<file path="config.mk">
export PLATFORM = sky130hd
export DESIGN_NAME = tetris_title_renderer
export DESIGN_NICKNAME = d
export VERILOG_FILES = /design/src/rtl/tetris_title_renderer.sv
export SDC_FILE = /design/constraint.sdc
export NUM_CORES = 1
export LEC_CHECK = 0
export ABC_CLOCK_PERIOD_IN_PS = 4850
export CAP_MARGIN = 5
export CORE_MARGIN = 2
export CORE_UTILIZATION = 35
export CTS_CLUSTER_SIZE = 8
export DETAILED_ROUTE_END_ITERATION = 8
export SYNTH_ARGS = -nofsm -noshare
export SYNTH_HDL_FRONTEND = slang
export SYNTH_SLANG_ARGS = --single-unit
</file>
<file path="constraint.sdc">
create_clock -name Clk -period 4.85 [get_ports Clk]
set_input_delay 1.2125 -clock Clk [delete_from_list [all_inputs] [get_ports Clk]]
set_output_delay 1.2125 -clock Clk [all_outputs]
set_load 0.05 [all_outputs]
</file>
<file path="src/rtl/tetris_title_renderer.sv">
// ---------------------------------------------------------------------------
// tetris_title_renderer
//
// Pixel-pipeline stage that draws the animated "TETRIS" title banner.
// Stage 1 registers the banner-relative row/column/letter of the current
// raster position; the font and color ROMs are addressed combinationally
// from those registers. Stage 2 registers the lit flag and pixel colour.
// A small FSM reveals the letters one at a time, then rotates the per-letter
// colours, advancing only on frame boundaries.
//
// Ports:
//   Clk          in   pixel clock
//   Reset        in   synchronous, active-high reset
//   DrawX/DrawY  in   current raster column/row (10 bits each)
//   frame_start  in   one-cycle pulse at the start of each frame
//   show         in   one-cycle pulse: begin the letter reveal
//   hide         in   one-cycle pulse: blank the banner, return to HIDDEN
//   font_addr    out  font ROM row address (0..9)
//   font_data    in   font ROM row, bit 59 is the leftmost pixel
//   color_addr   out  color ROM address (0..5)
//   color_data   in   color ROM RGB
//   title_on     out  registered: pixel is a lit banner pixel
//   title_rgb    out  registered: pixel colour, 12'h000 when title_on=0
//   state_o      out  FSM state (00 HIDDEN, 01 REVEAL, 10 CYCLE)
// ---------------------------------------------------------------------------
module tetris_title_renderer #(
    parameter int TITLE_X       = 400,
    parameter int TITLE_Y       = 40,
    parameter int SCALE         = 3,
    parameter int REVEAL_FRAMES = 8,
    parameter int CYCLE_FRAMES  = 16
) (
    input  logic        Clk,
    input  logic        Reset,
    input  logic [9:0]  DrawX,
    input  logic [9:0]  DrawY,
    input  logic        frame_start,
    input  logic        show,
    input  logic        hide,
    output logic [3:0]  font_addr,
    input  logic [59:0] font_data,
    output logic [2:0]  color_addr,
    input  logic [11:0] color_data,
    output logic        title_on,
    output logic [11:0] title_rgb,
    output logic [1:0]  state_o
);

    // Banner bounds widened to 11 bits so TITLE_X + width cannot overflow.
    localparam logic [10:0] X_LO = 11'(TITLE_X);
    localparam logic [10:0] X_HI = 11'(TITLE_X + 60 * SCALE);
    localparam logic [10:0] Y_LO = 11'(TITLE_Y);
    localparam logic [10:0] Y_HI = 11'(TITLE_Y + 10 * SCALE);
    localparam logic [10:0] SCALE_W = 11'(SCALE);

    localparam logic [15:0] REVEAL_LAST = 16'(REVEAL_FRAMES - 1);
    localparam logic [15:0] CYCLE_LAST  = 16'(CYCLE_FRAMES - 1);

    typedef enum logic [1:0] {
        HIDDEN = 2'b00,
        REVEAL = 2'b01,
        CYCLE  = 2'b10
    } state_t;

    // Reduce a sum of two values in 0..5 (so at most 10) modulo 6.
    function automatic logic [2:0] wrap6(input logic [3:0] v);
        logic [2:0] r;
        if (v >= 4'd6) begin
            r = 3'(v - 4'd6);
        end else begin
            r = v[2:0];
        end
        return r;
    endfunction

    // Stage-1 combinational signals
    logic [10:0] x_s, y_s, dx_s, dy_s;
    logic        in_box_s;
    logic [3:0]  row_s;
    logic [5:0]  col_s;
    logic [2:0]  letter_s;

    // Stage-1 registers
    logic        in_box_r;
    logic [3:0]  row_r;
    logic [5:0]  col_r;
    logic [2:0]  letter_r;

    // Stage-2 combinational signal
    logic        lit_s;

    // FSM state and counters
    state_t      state_r, state_nx;
    logic [2:0]  reveal_r, reveal_nx;
    logic [15:0] frame_r, frame_nx;
    logic [2:0]  offset_r, offset_nx;

    // Banner-relative coordinates; out-of-box values forced to zero so the
    // ROM addresses stay inside their legal ranges.
    always_comb begin
        x_s      = {1'b0, DrawX};
        y_s      = {1'b0, DrawY};
        dx_s     = x_s - X_LO;
        dy_s     = y_s - Y_LO;
        in_box_s = (x_s >= X_LO) && (x_s < X_HI) && (y_s >= Y_LO) && (y_s < Y_HI);
        if (in_box_s) begin
            col_s    = 6'(dx_s / SCALE_W);
            row_s    = 4'(dy_s / SCALE_W);
            letter_s = 3'(col_s / 6'd10);
        end else begin
            col_s    = 6'd0;
            row_s    = 4'd0;
            letter_s = 3'd0;
        end
    end

    // Stage-1 pipeline registers.
    always_ff @(posedge Clk) begin
        if (Reset) begin
            in_box_r <= 1'b0;
            row_r    <= 4'd0;
            col_r    <= 6'd0;
            letter_r <= 3'd0;
        end else begin
            in_box_r <= in_box_s;
            row_r    <= row_s;
            col_r    <= col_s;
            letter_r <= letter_s;
        end
    end

    // ROM addresses from stage-1 registers; held at zero while in reset.
    always_comb begin
        if (Reset) begin
            font_addr  = 4'd0;
            color_addr = 3'd0;
        end else begin
            font_addr  = row_r;
            color_addr = wrap6({1'b0, letter_r} + {1'b0, offset_r});
        end
    end

    // A pixel is lit when inside the banner, its font bit is set and its
    // letter has already been revealed.
    always_comb begin
        lit_s = in_box_r & font_data[6'd59 - col_r] & (letter_r < reveal_r);
    end

    // Stage-2 output registers.
    always_ff @(posedge Clk) begin
        if (Reset) begin
            title_on  <= 1'b0;
            title_rgb <= 12'h000;
        end else begin
            title_on  <= lit_s;
            title_rgb <= lit_s ? color_data : 12'h000;
        end
    end

    // FSM state and counter registers.
    always_ff @(posedge Clk) begin
        if (Reset) begin
            state_r  <= HIDDEN;
            reveal_r <= 3'd0;
            frame_r  <= 16'd0;
            offset_r <= 3'd0;
        end else begin
            state_r  <= state_nx;
            reveal_r <= reveal_nx;
            frame_r  <= frame_nx;
            offset_r <= offset_nx;
        end
    end

    // Next-state logic. hide overrides everything, which also makes it win
    // over a simultaneous show. A frame_start coinciding with show is not
    // counted because the HIDDEN branch never looks at frame_start.
    always_comb begin
        state_nx  = state_r;
        reveal_nx = reveal_r;
        frame_nx  = frame_r;
        offset_nx = offset_r;
        if (hide) begin
            state_nx  = HIDDEN;
            reveal_nx = 3'd0;
            frame_nx  = 16'd0;
            offset_nx = 3'd0;
        end else begin
            case (state_r)
                HIDDEN: begin
                    if (show) begin
                        state_nx  = REVEAL;
                        reveal_nx = 3'd1;
                        frame_nx  = 16'd0;
                    end else begin
                        reveal_nx = 3'd0;
                        frame_nx  = 16'd0;
                    end
                end
                REVEAL: begin
                    if (frame_start) begin
                        if (frame_r == REVEAL_LAST) begin
                            frame_nx  = 16'd0;
                            reveal_nx = reveal_r + 3'd1;
                            if (reveal_r == 3'd5) begin
                                state_nx = CYCLE;
                            end else begin
                                state_nx = REVEAL;
                            end
                        end else begin
                            frame_nx = frame_r + 16'd1;
                        end
                    end else begin
                        frame_nx = frame_r;
                    end
                end
                CYCLE: begin
                    reveal_nx = 3'd6;
                    if (frame_start) begin
                        if (frame_r == CYCLE_LAST) begin
                            frame_nx  = 16'd0;
                            offset_nx = (offset_r == 3'd5) ? 3'd0 : offset_r + 3'd1;
                        end else begin
                            frame_nx = frame_r + 16'd1;
                        end
                    end else begin
                        frame_nx = frame_r;
                    end
                end
                default: begin
                    state_nx  = HIDDEN;
                    reveal_nx = 3'd0;
                    frame_nx  = 16'd0;
                    offset_nx = 3'd0;
                end
            endcase
        end
    end

    assign state_o = state_r;

endmodule
</file>
# After elaboration in Yosys (flattened, before gate mapping)
# Index checks and enable logic that the tools add are counted.
[totals] reg_bits=51 input_bits=97 output_inout_bits=22 elab_cells=80
[op_classes] addsub=8 mux=23 eq_ne=11 div=3 n_bitwise=6 reduce_logical=12 n_lt_le_gt_ge=7
[op_table] cell="$mux 16" count=4
[op_table] cell="$pmux 16 s2" count=1
[op_table] cell="$div 11x2->11 const B" count=2
[op_table] cell="$mux 3" count=7
[op_table] cell="$add 16x1->16 const B" count=1
[op_table] cell="$eq 16x3->1 const B" count=1
[op_table] cell="$eq 16x4->1 const B" count=1
[op_table] cell="$sub 10x6->11 const B" count=1
[op_table] cell="$sub 10x9->11 const B" count=1
[op_table] cell="$ge 10x6->1 const B" count=1
[op_table] cell="$ge 10x9->1 const B" count=1
[op_table] cell="$lt 10x10->1 const B" count=1
[op_table] cell="$lt 10x7->1 const B" count=1
[op_table] cell="$ne 2x2->1 const B" count=5
[op_table] cell="$pmux 3 s3" count=1
[op_table] cell="$mux 2" count=4
[op_table] cell="$reduce_or 2->1" count=4
[op_table] cell="$lt 6x7->1 const B" count=1
[op_table] cell="$add 3x1->3 const B" count=2
[op_table] cell="$bmux 1 s6" count=1
[op_table] cell="$div 6x4->6 const B" count=1
[op_table] cell="$eq 3x3->1 const B" count=2
[op_table] cell="$pmux 2 s3" count=1
[op_table] cell="$pmux 3 s2" count=1
[op_table] cell="16 further kinds" count=24

# Longest topological paths before layout
# Gate-level depths: netlist of run 1.
[depth] word_depth=7 mapped_depth=18 depth_no_buf=16

# Least setup slack after synthesis of run 1
# Ideal clock, no wire load.
[synth_timing] kind="input to register" startpoint="in DrawY[3]" endpoint="reg row_r[0]" t_arrival_ns=4.730 t_required_ns=4.724 n_path_buf=2 path_stages=18 setup_time_ns=0.126 path_slack_ns=-0.006 path_cell_list="buf_1 -> inv_1 -> ha_1 -> clkbuf_1 -> nor2b_1 -> mux2_1 -> mux4_2 -> and2_1 -> o31a_1 -> o32a_1 -> o211ai_1 -> xnor2_1 -> ha_1 -> nor3_1 -> mux2i_1 -> o211ai_1 -> a31oi_1 -> o2bb2ai_1"
[synth_between] elab_chain_len=5 elab_cells_between_ends=8 cone_classes="1 x add/sub; 1 x div; 2 x order compare; 1 x bitwise; 3 x reduce/logical"
[synth_rtl] item="from (decl)" line="36" source="input logic [9:0] DrawY,"
[synth_rtl] item="branches (longest 5 deep; another with $sub 10x6->11)"
[synth_rtl] item="to (signal assigned)" line="126" source="row_r <= row_s;"
[synth_rtl] item="to (decl)" line="85" source="logic [3:0] row_r;"
# Several ways; the timed one is not identified.
# A chain may end at the register's enable or synchronous reset.

# Worst setup path after layout of run 1
# Same ends and word-level chain as after synthesis.

==> flow_metrics.env, run 1 <==
export IMPL_die_area_um2=13200
export IMPL_grt_pass1_vias=4158
export IMPL_fill_cells=1159
export IMPL_synth_edf_count=0
export IMPL_timing_rr_end="title_rgb[6]"
export IMPL_hpwl_mm=9.25
export IMPL_cts_buffers=5
export IMPL_slew_limit_headroom_pct=26.4
export IMPL_async_flop_share_pct=0
export IMPL_portBuffers=118
export IMPL_fin_setup_tns_ps=0
export IMPL_p_sw_share_pct=28.8
export IMPL_crit_slowest_cell="clkdlybuf4s50_1"
export IMPL_cts_buffer_depth=2
export IMPL_p_seq_share_pct=33.8
export IMPL_whs_path_depth=2
export IMPL_cts_sinks=51
export IMPL_power_leakage_uw=0.00223
export IMPL_area_growth_pct=38.0
export IMPL_antenna_found_initial=0
export IMPL_htree_num_levels=2
export IMPL_drtAntennaViolNets=0
export IMPL_via_per_inst=5.46
export IMPL_tightest_slew_ps=1100
export IMPL_crit_chain="clkdlybuf4s50_1, inv_1, ha_2, buf_6, nand3b_1, xnor2_1, mux4_2, and2_4, o31a_1, o32a_1, o211ai_1, xnor2_1, ha_1, nor3_1, mux2i_1, o211ai_1, a31oi_1, o2bb2ai_1"
export IMPL_ys_ff_latch=51
export IMPL_startpoint_type="input pin"
export IMPL_ys_flop_type="dfxtp_1"
export IMPL_max_freq_mhz=212
export IMPL_synth_cells=509
export IMPL_place_congestion=0.845
export IMPL_met3WireLength_um=534
export IMPL_grt_max_degree=16
export IMPL_clk_pin_slew_ps=70
export IMPL_drt_first_pass_iters=6
export IMPL_core_area_um2=12000
export IMPL_synth_warnings=0
export IMPL_num_rows=40
export IMPL_ctsHoldBuffers=0
export IMPL_synth_top_cell_area_share_pct=23.6
export IMPL_power_switching_uw=360
export IMPL_route_detailed_drc=0
export IMPL_chipHeight_um=115
export IMPL_whs_ps=482
export IMPL_r2r_slack_ps=1800
export IMPL_synthesis_nets=628
export IMPL_r2r_cells=6
export IMPL_drive_gt1_share_pct=13.7
export IMPL_cts_tree="built"
export IMPL_diodes=0
export IMPL_multi_input_area_um2=3100
export IMPL_start_util_pct=36.0
export IMPL_finClkSkew_ps=7.35
export IMPL_yosys_area_top_type="dfxtp_1"
export IMPL_path_class="in2reg"
export IMPL_worstPathMaxFanout=7
export IMPL_slew_violations=0
export IMPL_gr_total_overflow=0
export IMPL_top_layer="met4"
export IMPL_hold_violations=0
export IMPL_cp_required_ps=5010
export IMPL_routedWlPerCell_um=14.8
export IMPL_period_share_pct=97.1
export IMPL_setup_viol=0
export IMPL_root_buffer="clkbuf_16"
export IMPL_timing_final_crit_period_ps=4710
export IMPL_die_w_um=115
export IMPL_yosysSeqAreaShare_pct=23.6
export IMPL_ys_types=85
export IMPL_worstSetupStartpoint="DrawY[3]"
export IMPL_endpoint="row_r[0]"
export IMPL_seq_area_um2=1020
export IMPL_rr_startpoint="col_r[0]"
export IMPL_syn_area_um2=4320
export IMPL_cp_slowest_stage_delay_ps=470
export IMPL_io_pins=119
export IMPL_route_met2_wl_mm=6.03
export IMPL_internal_power_uw=888
export IMPL_crit_path_end_kind="flip-flop"
export IMPL_drt_iter0_markers=192
export IMPL_syn_avg_cell_area_um2=8.49
export IMPL_p_clk_share_pct=31.5
export IMPL_p_comb_share_pct=34.7
export IMPL_peakVddDrop_mv=0.122
export IMPL_p_total_uw=1250
export IMPL_insertion_delay_ps=290
export IMPL_drv_cap=0
export IMPL_grt_pass1_wl_mm=18.8
export IMPL_min_path_type="reg2reg"
export IMPL_cp_data_arrival_time_ps=4870
export IMPL_powerDensity_nw_per_um2=209
export IMPL_outcome="completed"
export IMPL_vias=4269
export IMPL_synth_area_leaders="dfxtp_1 24%, mux4_2 10%, ha_1 6.1%, nor2_1 5.6%, a21oi_1 3.6%"
export IMPL_grt_util_all_layers_pct=17.0
export IMPL_finalWirelength_mm=11.6
export IMPL_fin_nets=754
export IMPL_met1Wirelength_mm=4.89
[power by group through the flow]
stage               Clock [µW]  Sequential, µW  Combinational (µW)
finish                     393             423                 433
global route               421             423                 472
CTS                        404             422                 418
detailed placement           0             432                 416
global placement             0             432                 403
floorplan                    0             433                 259
[layer usage]
layer  up-vias  GRT usage (%)
met3        12           2.21
li1       2118              -
met2       124           31.5
met5         -              0
met1      2015           21.0
met4         0           3.53
[logic make-up (layout without fill, tap and decap cells)]
logic type                 after synthesis  count (layout)  synth area share [%]
AOI/OAI and AO/OA                      120             120                  20.2
xor gates and xnor gates                27              27                  5.91
adders and majority gates               23              23                  6.78
buffers and inverters                   53             179                  5.68
DFF                                     51              51                  23.6
muxes                                   33              33                  13.5
and+or+nand+nor                        202             202                  24.4
[cell usage in the layout, fill, tap and decap left out, types with 5 or more instances in the layout]
cell / count
clkbuf_16: 5
nor4_1: 5
inv_1: 24
nor3_1: 11
o21ai_1: 5
a21oi_1: 31
mux2i_1: 12
nand2_1: 36
o211ai_1: 6
nand3_1: 13
xnor2_1: 13
nor3b_1: 8
dfxtp_1: 51
o21ai_0: 16
ha_1: 20
xor2_1: 13
and2_1: 15
buf_4: 27
nor2_1: 63
nand2b_1: 7
and3_1: 6
clkdlybuf4s50_1: 118
a211oi_1: 7
nor2b_1: 10
a31oi_1: 6
mux4_2: 20
[sequential cells by signal, summed over array words and instances, names as in the netlist]
name       cells
title_on       1
letter_r       3
state_o        2
title_rgb     12
row_r          4
offset_r       3
reveal_r       3
in_box_r       1
frame_r       16
col_r          6
[per-stage QoR]
stage               setup slack (ps)  instance area, µm²  cells  util, %
floorplan                        122                4320    509        -
global placement                24.9                5730    772     47.7
detailed placement              -141                5730    772     47.7
CTS                              154                5890    779     49.0
global route                   -22.5                5960    782     49.6
finish                           142                5960    782     49.6
[critical path: cells and delay by family]
kind,cells,cell delay [ps]
AO/OA/AOI/OAI,6,1080
AND/OR/NAND/NOR,3,550
adder cells (fa/ha/maj),2,530
XOR/XNOR,2,290
multiplexers,2,550
buffers and inverters,3,670
[cell type report]
type / count / share of cell area [%]
Inverter: 26 / 1.64
Multi-Input combinational cell: 405 / 52.0
Clock buffer: 5 / 2.10
Tap cell: 147 / 3.09
Sequential cell: 51 / 17.1
Clock inverter: 2 / 0.630
Timing Repair Buffer: 146 / 23.4
[synth_stat cells (5+ instances only)]
library cell	instances
o21ai_1	5
o21ai_0	16
a21oi_1	31
nand2b_1	7
a31oi_1	6
xor2_1	13
ha_1	21
nand2_1	36
nand3_1	13
and3_1	6
nor2b_1	11
mux2i_1	12
dfxtp_1	51
inv_1	24
buf_4	5
clkbuf_1	14
nor3_1	11
o211ai_1	6
a211oi_1	7
nor2_1	64
mux4_2	20
and2_1	16
xnor2_1	13
nor3b_1	9
nor4_1	5
[how the worst min path moves through the flow]
stage                          start         end  slack, ps
after floorplan           frame_r[1]  frame_r[1]        450
after global placement    frame_r[1]  frame_r[1]        460
after detailed placement  frame_r[1]  frame_r[1]        480
after CTS                 frame_r[1]  frame_r[1]        490
after global routing      frame_r[1]  frame_r[1]        500
final                     frame_r[1]  frame_r[1]        480
[timing repair]
action / in CTS / in global routing
hold endpoints to repair: 0 / 0
buffers inserted: 0 / 3
setup endpoints to repair: 0 / 1
resized for setup: 0 / 11
Power figures use the tool's default switching activity.
==> run 2: changes to the inputs <==
--- a/config.mk
+++ b/config.mk
@@ -6,7 +6,6 @@
 export NUM_CORES = 1
 export LEC_CHECK = 0
-export ABC_CLOCK_PERIOD_IN_PS = 4850
 export CAP_MARGIN = 5
-export CORE_MARGIN = 2
+export CORE_MARGIN = 4
 export CORE_UTILIZATION = 35
 export CTS_CLUSTER_SIZE = 8
==> constraint.sdc (replaced) <==
create_clock -name Clk -period 4.85 [get_ports Clk]
set_input_delay 0.97 -clock Clk [delete_from_list [all_inputs] [get_ports Clk]]
set_output_delay 0.97 -clock Clk [all_outputs]
set_load 0.05 [all_outputs]
==> run 2 against run 1 <==
Non-clock buffer count shrank 14; first-iteration DRC count grew 18%; critical path depth decreased by 1; clock power fell by 2%; hold slack improved by 7.3 ps; fmax up 4.6%; power is 2.9% lower; register-to-register slack better by 130 ps; flip-flop and latch count unchanged; die area is 7.1% higher; combinational power decreased by 7.2%; largest cell class unchanged; highest routed layer unchanged.
==> flow_metrics.env, run 2 (same netlist as run 1, synthesis figures left out) <==
export IMPL_outcome="completed"
export IMPL_via_per_inst=5.28
export IMPL_slew_limit_headroom_pct=31.7
export IMPL_grt_max_degree=16
export IMPL_diodes=0
export IMPL_vias=4162
export IMPL_drt_first_pass_iters=4
export IMPL_internal_power_uw=865
export IMPL_layout_common_cells="118 x clkdlybuf4s50_1, 64 x nor2_1, 51 x dfxtp_1"
export IMPL_cp_required_ps=5010
export IMPL_grt_pass1_vias=4189
export IMPL_largest_reg_flops=16
export IMPL_finClkSkew_ps=7.19
export IMPL_dp_cells=782
export IMPL_powerDensity_nw_per_um2=208
export IMPL_cts_buffer_depth=2
export IMPL_whs_ps=490
export IMPL_p_seq_share_pct=34.9
export IMPL_cts_tree="built"
export IMPL_max_freq_mhz=222
export IMPL_drv_cap=0
export IMPL_hold_violations=0
export IMPL_drive_gt1_share_pct=10.3
export IMPL_cp_slowest_stage_delay_ps=480
export IMPL_core_area_um2=12100
export IMPL_routedWlPerCell_um=14.7
export IMPL_p_comb_share_pct=33.2
export IMPL_gr_total_overflow=0
export IMPL_chipHeight_um=119
export IMPL_min_path_type="reg2reg"
export IMPL_fin_area_um2=5830
export IMPL_period_share_pct=92.8
export IMPL_cp_data_arrival_time_ps=4660
export IMPL_insertion_delay_ps=290
export IMPL_clk_pin_slew_ps=60
export IMPL_final_common_cell="clkdlybuf4s50_1"
export IMPL_start_util_pct=35.8
export IMPL_die_area_um2=14200
export IMPL_grt_pass1_wl_mm=19.8
export IMPL_slew_violations=0
export IMPL_final_cells=789
export IMPL_rsz0062_at_grt="false"
export IMPL_regMostFlops="frame_r"
export IMPL_r2r_cells=7
export IMPL_antenna_found_initial=0
export IMPL_area_growth_pct=34.9
export IMPL_drtAntennaViolNets=0
export IMPL_crit_slowest_cell="clkdlybuf4s50_1"
export IMPL_die_w_um=119
export IMPL_tightest_slew_ps=1020
export IMPL_p_total_uw=1210
export IMPL_path_class="in2reg"
export IMPL_placed_cell_area_um2=5670
export IMPL_crit_chain="clkdlybuf4s50_1, inv_1, ha_1, nor2b_1, mux2_1, mux4_2, and2_1, o31a_1, o32a_1, o211ai_1, xnor2_1, ha_1, nor3_1, mux2i_1, o211ai_1, a31oi_1, o2bb2ai_1"
export IMPL_cts_sinks=51
export IMPL_finalWirelength_mm=11.6
export IMPL_whs_path_depth=2
export IMPL_worstPathMaxFanout=5
export IMPL_root_buffer="clkbuf_16"
export IMPL_io_pins=119
export IMPL_route_detailed_drc=0
export IMPL_peakVddDrop_mv=0.110
export IMPL_grt_util_all_layers_pct=16.4
export IMPL_ctsHoldBuffers=0
export IMPL_setup_viol=0
export IMPL_fin_setup_tns_ps=0
export IMPL_startpoint_type="input pin"
export IMPL_portBuffers=118
export IMPL_cts_setup_buffers=0
export IMPL_timing_final_crit_period_ps=4500
export IMPL_p_clk_share_pct=32.0
export IMPL_drt_iter0_markers=227
export IMPL_power_switching_uw=347
export IMPL_crit_path_end_kind="flip-flop"
export IMPL_num_rows=40
export IMPL_htree_num_levels=2
export IMPL_place_congestion=0.888
export IMPL_fin_nets=740
export IMPL_ctsResizeCount=0
export IMPL_cts_buffers=5
export IMPL_p_sw_share_pct=28.6
export IMPL_hpwl_mm=9.32
export IMPL_power_leakage_uw=0.00215
export IMPL_largestRegisters="frame_r: 16 flops, title_rgb: 12 flops, col_r: 6 flops"
## run 2: final cells by class
| cell class | count | area [µm²] |
|---|---|---|
| inverter | 26 | 97.6 |
| clock inverter | 1 | 30.0 |
| tap | 168 | 210 |
| fill | 1163 | 6230 |
| multi-input combinational | 405 | 3050 |
| clock buffer | 6 | 129 |
| timing repair buffer | 132 | 1290 |
| sequential | 51 | 1020 |
## run 2: stage by stage
stage / setup slack, ps / util (%)
6_report: 350 / 48.3
5_1_grt: 18.8 / 48.3
4_1_cts: 372 / 48.3
3_5_place_dp: 77.8 / 47.0
3_3_place_gp: 228 / 47.0
2_1_floorplan: 237 / -
## run 2: power by group through the flow
stage	Combinational, µW	Clock, µW	Sequential (µW)
floorplan	259	0	433
global placement	386	0	432
detailed placement	398	0	432
CTS	399	403	422
global route	442	417	423
finish	402	387	423
## run 2: worst max-delay path, delay by kind of cell
kind	cells	cell delay, ps
compound gates	6	1000
xor+xnor	1	170
fa+ha+maj	2	520
buf+inv	2	540
mux	3	900
simple gates	3	550
## run 2: final timing paths
kind	start	to	slack [ps]
worst max-delay path	DrawY[3]	row_r[0]	350
worst min-delay path	frame_r[1]	frame_r[1]	490
worst max register to register	col_r[0]	title_rgb[1]	1930
worst min register to register	frame_r[1]	frame_r[1]	490
## run 2: per-layer routing
layer | global-route usage [%] | share of wire (%)
met1 | 20.4 | 43
met3 | 2.09 | 3.0
met4 | 4.20 | 1.8
met5 | 0 | 0
met2 | 30.0 | 52
